==> src/rtl/cfg_loader_pkg.sv <==
// Shared definitions for the SelfWrite bitstream loader: state encoding,
// fetch length and the byte-packing order.
package cfg_loader_pkg;
  localparam logic [2:0] ST_IDLE   = 3'd0;
  localparam logic [2:0] ST_FETCH  = 3'd1;
  localparam logic [2:0] ST_SETUP  = 3'd2;
  localparam logic [2:0] ST_STROBE = 3'd3;
  localparam logic [2:0] ST_HOLD   = 3'd4;
  localparam logic [2:0] ST_SETTLE = 3'd5;
  localparam logic [2:0] ST_URST   = 3'd6;
  localparam logic [2:0] ST_DONE   = 3'd7;

  localparam int FETCH_CYC = 5;
  localparam int DLY_W     = 32;
  localparam bit BYTE_BIG_ENDIAN = 1'b1;

  // Shift one image byte into the word being assembled.
  function automatic logic [31:0] pack_byte(input logic [31:0] word, input logic [7:0] b);
    return BYTE_BIG_ENDIAN ? {word[23:0], b} : {b, word[31:8]};
  endfunction
endpackage

==> src/rtl/cfg_delay_counter.sv <==
// Loadable down-counter with zero flag; stops at zero until reloaded.
module cfg_delay_counter #(
  parameter int W = 32
) (
  input  logic         clk,
  input  logic         rst_n,
  input  logic         i_load,
  input  logic [W-1:0] i_val,
  output logic         o_zero
);
  logic [W-1:0] r_cnt;

  always_ff @(posedge clk or negedge rst_n) begin
    if (!rst_n)              r_cnt <= '0;
    else if (i_load)         r_cnt <= i_val;
    else if (r_cnt != '0)    r_cnt <= r_cnt - 1'b1;
  end

  assign o_zero = (r_cnt == '0);
endmodule

==> src/rtl/cfg_bitstream_sequencer.sv <==
// Loads a byte-wide image from synchronous memory, packs 4 bytes per word and
// drives the SelfWrite port with fixed setup/hold, then pulses user reset.
module cfg_bitstream_sequencer
  import cfg_loader_pkg::*;
#(
  parameter int ADDR_W     = 14,
  parameter int SETUP_CYC  = 2,
  parameter int HOLD_CYC   = 2,
  parameter int SETTLE_CYC = 100,
  parameter int URST_CYC   = 5
) (
  input  logic              CLK,
  input  logic              resetn,
  input  logic              start,
  input  logic              abort,
  input  logic [ADDR_W:0]   byte_count,
  output logic [ADDR_W-1:0] mem_addr,
  output logic              mem_rd_en,
  input  logic [7:0]        mem_rdata,
  output logic [31:0]       SelfWriteData,
  output logic              SelfWriteStrobe,
  output logic              user_reset,
  output logic              busy,
  output logic              done
);
  localparam logic [ADDR_W:0] MAX_BYTES  = {1'b1, {ADDR_W{1'b0}}};
  localparam logic [2:0]      FETCH_LAST = 3'(FETCH_CYC - 1);

  logic [2:0]        r_state, w_nxt;
  logic [2:0]        r_fcnt;
  logic [ADDR_W-3:0] r_word;
  logic [ADDR_W:0]   r_bcnt;
  logic              r_rd_vld;
  logic [31:0]       r_pack, r_swd;

  logic [ADDR_W:0]   w_baddr, w_next_base;
  logic              w_rd_en, w_start_ok, w_zero, w_load;
  logic [7:0]        w_byte;
  logic [DLY_W-1:0]  w_load_val;

  assign w_baddr     = {1'b0, r_word, r_fcnt[1:0]};
  assign w_next_base = {1'b0, r_word, 2'b00} + (ADDR_W+1)'(4);
  assign w_rd_en     = (r_state == ST_FETCH) && (r_fcnt < 3'd4) && (w_baddr < r_bcnt);
  // Bytes beyond the image were never read, so they pack as zero.
  assign w_byte      = r_rd_vld ? mem_rdata : 8'h00;
  assign w_start_ok  = ((r_state == ST_IDLE) || (r_state == ST_DONE)) && start && !abort;
  assign w_load      = (w_nxt != r_state);

  cfg_delay_counter #(.W(DLY_W)) u_dly (
    .clk    (CLK),
    .rst_n  (resetn),
    .i_load (w_load),
    .i_val  (w_load_val),
    .o_zero (w_zero)
  );

  always_ff @(posedge CLK or negedge resetn) begin
    if (!resetn) r_state <= ST_IDLE;
    else         r_state <= w_nxt;
  end

  always_comb begin
    w_nxt = r_state;
    case (r_state)
      ST_IDLE, ST_DONE: if (start) w_nxt = (byte_count == '0) ? ST_SETTLE : ST_FETCH;
      ST_FETCH:  if (r_fcnt == FETCH_LAST) w_nxt = ST_SETUP;
      ST_SETUP:  if (w_zero) w_nxt = ST_STROBE;
      ST_STROBE: w_nxt = ST_HOLD;
      ST_HOLD:   if (w_zero) w_nxt = (w_next_base >= r_bcnt) ? ST_SETTLE : ST_FETCH;
      ST_SETTLE: if (w_zero) w_nxt = ST_URST;
      ST_URST:   if (w_zero) w_nxt = ST_DONE;
      default:   w_nxt = ST_IDLE;
    endcase
    if (abort) w_nxt = ST_IDLE;
  end

  always_comb begin
    w_load_val = '0;
    case (w_nxt)
      ST_SETUP:  w_load_val = DLY_W'(SETUP_CYC - 1);
      ST_HOLD:   w_load_val = DLY_W'(HOLD_CYC - 1);
      ST_SETTLE: w_load_val = DLY_W'(SETTLE_CYC - 1);
      ST_URST:   w_load_val = DLY_W'(URST_CYC - 1);
      default:   w_load_val = '0;
    endcase
  end

  always_comb begin
    mem_rd_en       = w_rd_en;
    mem_addr        = w_rd_en ? w_baddr[ADDR_W-1:0] : '0;
    SelfWriteData   = r_swd;
    SelfWriteStrobe = (r_state == ST_STROBE);
    user_reset      = (r_state == ST_URST);
    busy            = (r_state != ST_IDLE) && (r_state != ST_DONE);
    done            = (r_state == ST_DONE);
  end

  always_ff @(posedge CLK or negedge resetn) begin
    if (!resetn) begin
      r_fcnt   <= '0;
      r_word   <= '0;
      r_bcnt   <= '0;
      r_rd_vld <= 1'b0;
      r_pack   <= '0;
      r_swd    <= '0;
    end else begin
      r_rd_vld <= w_rd_en;
      r_fcnt   <= (r_state == ST_FETCH && w_nxt == ST_FETCH) ? r_fcnt + 3'd1 : 3'd0;
      if (w_start_ok) begin
        r_bcnt <= (byte_count > MAX_BYTES) ? MAX_BYTES : byte_count;
        r_word <= '0;
      end else if (r_state == ST_HOLD && w_nxt == ST_FETCH) begin
        r_word <= r_word + 1'b1;
      end
      if (r_state == ST_FETCH && r_fcnt != 3'd0) r_pack <= pack_byte(r_pack, w_byte);
      if (r_state == ST_FETCH && w_nxt == ST_SETUP) r_swd <= pack_byte(r_pack, w_byte);
    end
  end
endmodule

==> config.mk <==
export PLATFORM = sky130hd
export DESIGN_NAME = cfg_bitstream_sequencer
export DESIGN_NICKNAME = d
export VERILOG_FILES = /design/src/rtl/cfg_loader_pkg.sv /design/src/rtl/cfg_delay_counter.sv /design/src/rtl/cfg_bitstream_sequencer.sv
export SDC_FILE = /design/constraint.sdc
export NUM_CORES = 1
export LEC_CHECK = 0
export ABC_AREA = 1
export CORE_MARGIN = 2
export CORE_UTILIZATION = 55
export DETAILED_ROUTE_END_ITERATION = 8
export PLACE_DENSITY = 0.79
export SETUP_SLACK_MARGIN = 0.02
export SYNTH_ARGS = -nofsm -noshare
export SYNTH_HDL_FRONTEND = slang
export SYNTH_SLANG_ARGS = --single-unit
==> constraint.sdc <==
create_clock -name CLK -period 3.4 [get_ports CLK]
set_input_delay 0.68 -clock CLK [delete_from_list [all_inputs] [get_ports CLK]]
set_output_delay 0.68 -clock CLK [all_outputs]
set_load 0.05 [all_outputs]
==> qor.csv <==
stage,metric,value,unit
clock_tree,clk sinks,122,
timing,Setup TNS,0,ns
timing,Setup-failing EPs final,0,
clock_tree,clock-pin slew on the worst setup and hold paths,0.06,ns
synthesis,post-synthesis compound-gate area fraction,8.95,%
critical_path,crit path DAT,3.68,ns
critical_path,CP Launch Point,r_word[1],
synthesis,post-synthesis simple-gate area fraction,25.1,%
global_routing,gr ovfl total,0,
synthesis,synthesized area,6710,sq um
timing,Worst Hold Slack,0.355,ns
drt,routed wl met3,921,um
timing,final clock skew,0.00910,ns
drt,uppermost layer routed,met4,
clock_tree,Clock H-tree levels,4,
floorplan,total I/O pin count,78,
drt,WL met2,8890,um
timing,setup slack after layout,0.0357,ns
floorplan,total die area,13100,sq um
synthesis,Synthesis Warnings,0,
floorplan,core box area,12000,sq um
clock_tree,CTS Root Cell,clkbuf_16,
drt,DRC,0,
drt,post-DR vias/cell,5.59,
drt,DRT Wirelength,17500,um
drt,Via Count,5871,
drt,wire length on met1,7280,um
placed_design,RD Place Congestion,0.932,
synthesis,register area share after synthesis,45.5,%
floorplan,initial core utilization,56.1,%
pwr,Sw Share,44.0,%
pwr,leakage,4.33,nW
synthesis,synth top area cells,"dfrtp_1, nand2_1, ha_1, nor2_1, inv_1",
synthesis,Post-synth EDFFs,0,
global_routing,global-route wire length before repair,27100,um
drt,mean routed wirelength per cell,16.7,um
critical_path,crit path to,SelfWriteData[6],
synthesis,largest family of logic cells by synthesized area,simple AND/OR/NAND/NOR gates,
timing,worst rel slew slack,39.1,%
placed_design,HPWL Detailed,11400,um
synthesis,"FFs w/ async S/R, synth",100,%
floorplan,Row Count,40,
synthesis,Synth Net Count,840,
critical_path,critical path type,reg2reg,
critical_path,worst r2r dst,SelfWriteData[6],
floorplan,DIE WIDTH,114,um
synthesis,post-synth top area cell,dfrtp_1,
clock_tree,Max clock buf depth,2,
finish,Syn-to-layout area delta,31.4,%
global_routing,initial antenna violation count,0,
timing,actual slew at the worst max-slew pin,0.913,ns
critical_path,Worst setup EP type,flop,
clock_tree,TritonCTS Buffers,17,
critical_path,r2r startpoint,r_word[1],
timing,max-slew violations,0,
critical_path,R2R depth,22,
critical_path,worst-path fanout max,7,
worst_hold_path,Hold Crit Class,in2async,
synthesis,synthesis-stage register bit count,122,
global_routing,Global Route Usage Sum,26.4,%
clock_tree,# hold bufs at CTS,0,
pwr,Logic pwr share,49.4,%
synthesis,mux cell area share after synthesis,2.69,%
drt,TritonRoute pass-1 iters,6,
timing,RSZ-0062 raised after global routing,true,
placed_design,Port Buf Inserts,77,
job,max_cap viols,0,
global_routing,vias in the first global route,5730,
synthesis,XOR/XNOR Fraction of Synth Area,4.70,%
critical_path,slack of the worst reg-to-reg path,0.04,ns
run_status,status,completed,
pwr,Clock power frac,23.2,%
synthesis,area share of fa/ha/maj cells after synthesis,5.78,%
clock_tree,"Clk Latency, worst-skew pair",0.42,ns
synthesis,Most used DFF post-synth,dfrtp_1,
drt,"antenna viol nets, final",0,
pwr,Peak VDD IR,0.625,mV
finish,Final Util,73.7,%
finish,Ant. Diodes,0,
synthesis,post-synthesis cell count,782,
pwr,Pint,4.63,mW
pwr,Switch Pwr,3.63,mW
timing,Tcrit/Tclk final,99.0,%
timing,"Hold Violations, Final",0,
finish,layout cell share with drive strength beyond 1,19.0,%
pwr,Seq pwr share,27.4,%
finish,Finished Layout Cells,1050,
critical_path,Startpoint Class,flop,
placed_design,pre-CTS setup slack,-0.106,ns
global_routing,pin count of the biggest net entering global routing,72,
pwr,power per cell area,937,nW/um^2
clock_tree,CTS tree,built,
placed_design,placed cell count,999,
timing,Peak Freq,297,MHz
synthesis,Mean Syn Cell Area,8.58,sq um
synthesis,post-synth top area share,45.5,%
drt,drt first-iter violations,521,
finish,nets@finish,949,
synthesis,Unique masters post-synth,43,
timing,min Tclk post-route,3.36,ns
floorplan,Die Y,114,um
critical_path,"Req. time, crit path",3.71,ns
-- power by group through the flow --
stage / Sequential (mW) / Combinational [mW] / Clock, mW
2_1_floorplan: 2.66 / 2.24 / 0
3_3_place_gp: 2.24 / 3.62 / 0
3_5_place_dp: 2.26 / 3.71 / 0
4_1_cts: 2.24 / 3.77 / 1.93
5_1_grt: 2.31 / 4.44 / 2.01
6_report: 2.26 / 4.08 / 1.92
-- sequential cells by signal, summed over array words and instances (netlist names) --
signal / cells
SelfWriteData: 32
u_dly.r_cnt: 32
r_pack: 24
r_bcnt: 15
r_word: 12
r_fcnt: 3
r_state: 3
r_rd_vld: 1
-- worst max-delay path, cell delays in order, from the launching register on --
cell and delay, ns:
dfrtp_1 0.42, ha_2 0.23, nand2_2 0.08, inv_2 0.07
nand4_1 0.12, nor2_2 0.19, nand2_2 0.11, xor2_2 0.23
ha_1 0.30, nand2_1 0.11, inv_1 0.05, nand2_1 0.06
nand2_1 0.09, a21oi_2 0.17, nand3_2 0.09, nand3_2 0.08
nand2_2 0.06, nand2_4 0.14, nand2_4 0.09, nor2_8 0.21
clkbuf_16 0.20, nand2_2 0.04, o21a_1 0.09
-- per-layer routing --
layer / global-route usage (%) / up-vias
met1: 33.2 / 2875
met3: 6.46 / 47
met5: 0 / -
li1: - / 2756
met2: 43.8 / 193
met4: 10.7 / 0
-- how the worst min path moves through the flow --
stage | end | slack [ns] | cells after the start
5_1_grt | r_word[2] | 0.42 | 2
3_3_place_gp | r_fcnt[0] | 0.44 | 1
3_5_place_dp | r_fcnt[0] | 0.45 | 1
6_report | r_word[0] | 0.36 | 2
2_1_floorplan | SelfWriteData[0] | 0.38 | 0
4_1_cts | r_word[0] | 0.38 | 2
-- final cells by class --
cell class | instances | area [sq um]
clock buffer | 20 | 457
clock inverter | 11 | 169
fill | 797 | 3150
inverter | 94 | 357
multi-input combinational | 546 | 3310
sequential | 122 | 3050
tap | 147 | 184
timing repair buffer | 110 | 1280
-- synthesized netlist by cell type (6+ instances only) --
cell,instances
nand3_1,34
nand4_1,12
nand2_2,6
nand2_1,159
nor3_1,16
clkbuf_1,8
xnor2_1,7
dfrtp_1,122
ha_1,31
mux2_2,16
o21ai_0,58
inv_1,88
o22ai_2,7
o21a_1,8
a21oi_1,18
nor2_2,7
nor2_1,99
xor2_1,29
-- cells in the final DEF, fill, tap and decap left out, types with 2 or more instances in the layout --
master and instances:
xnor2_1 7, nor3_2 6, mux2_2 16, nor3b_2 2, buf_12 17, bufinv_16 4
nor2_4 4, xor2_1 27, ha_1 29, nand3_2 6, nand2_1 151, inv_1 87
a21oi_1 17, o21a_1 8, clkinv_2 3, nor2_2 10, nand2_2 12, nor2_1 96
dfrtp_1 122, nor3_1 12, nand3_4 3, nand3_1 31, clkbuf_16 21, nor2_8 2
o22ai_2 7, buf_4 24, clkbuf_8 2, nand4_1 12, inv_2 5, nor4_1 4
nand2_4 6, buf_6 3, o21ai_2 3, o21ai_1 12, xor2_2 2, clkinvlp_4 4
clkdlybuf4s50_1 61, o21ai_0 49
-- cells by family after synthesis --
family | Yosys count
AOI/OAI and AO/OA | 101
DFF | 122
and+or+nand+nor | 361
xor gates and xnor gates | 36
buffers and inverters | 115
adders and majority gates | 31
muxes | 16
-- metrics by stage --
| stage | cell area, sq um | power (mW) |
|---|---|---|
| final | 8810 | 8.26 |
| after global routing | 8810 | 8.75 |
| after CTS | 8460 | 7.94 |
| after detailed placement | 7810 | 5.97 |
| after global placement | 7810 | 5.85 |
| after floorplan | 6710 | 4.90 |
-- what timing repair did --
action | 4_1_cts | 5_1_grt
gates resized for setup | 3 | 40
gates cloned | 0 | 6
endpoints found under the setup margin | 68 | 79
pin swaps | 0 | 11
setup buffers | 1 | 13
Note: power is estimated with default switching activity, not from simulation.
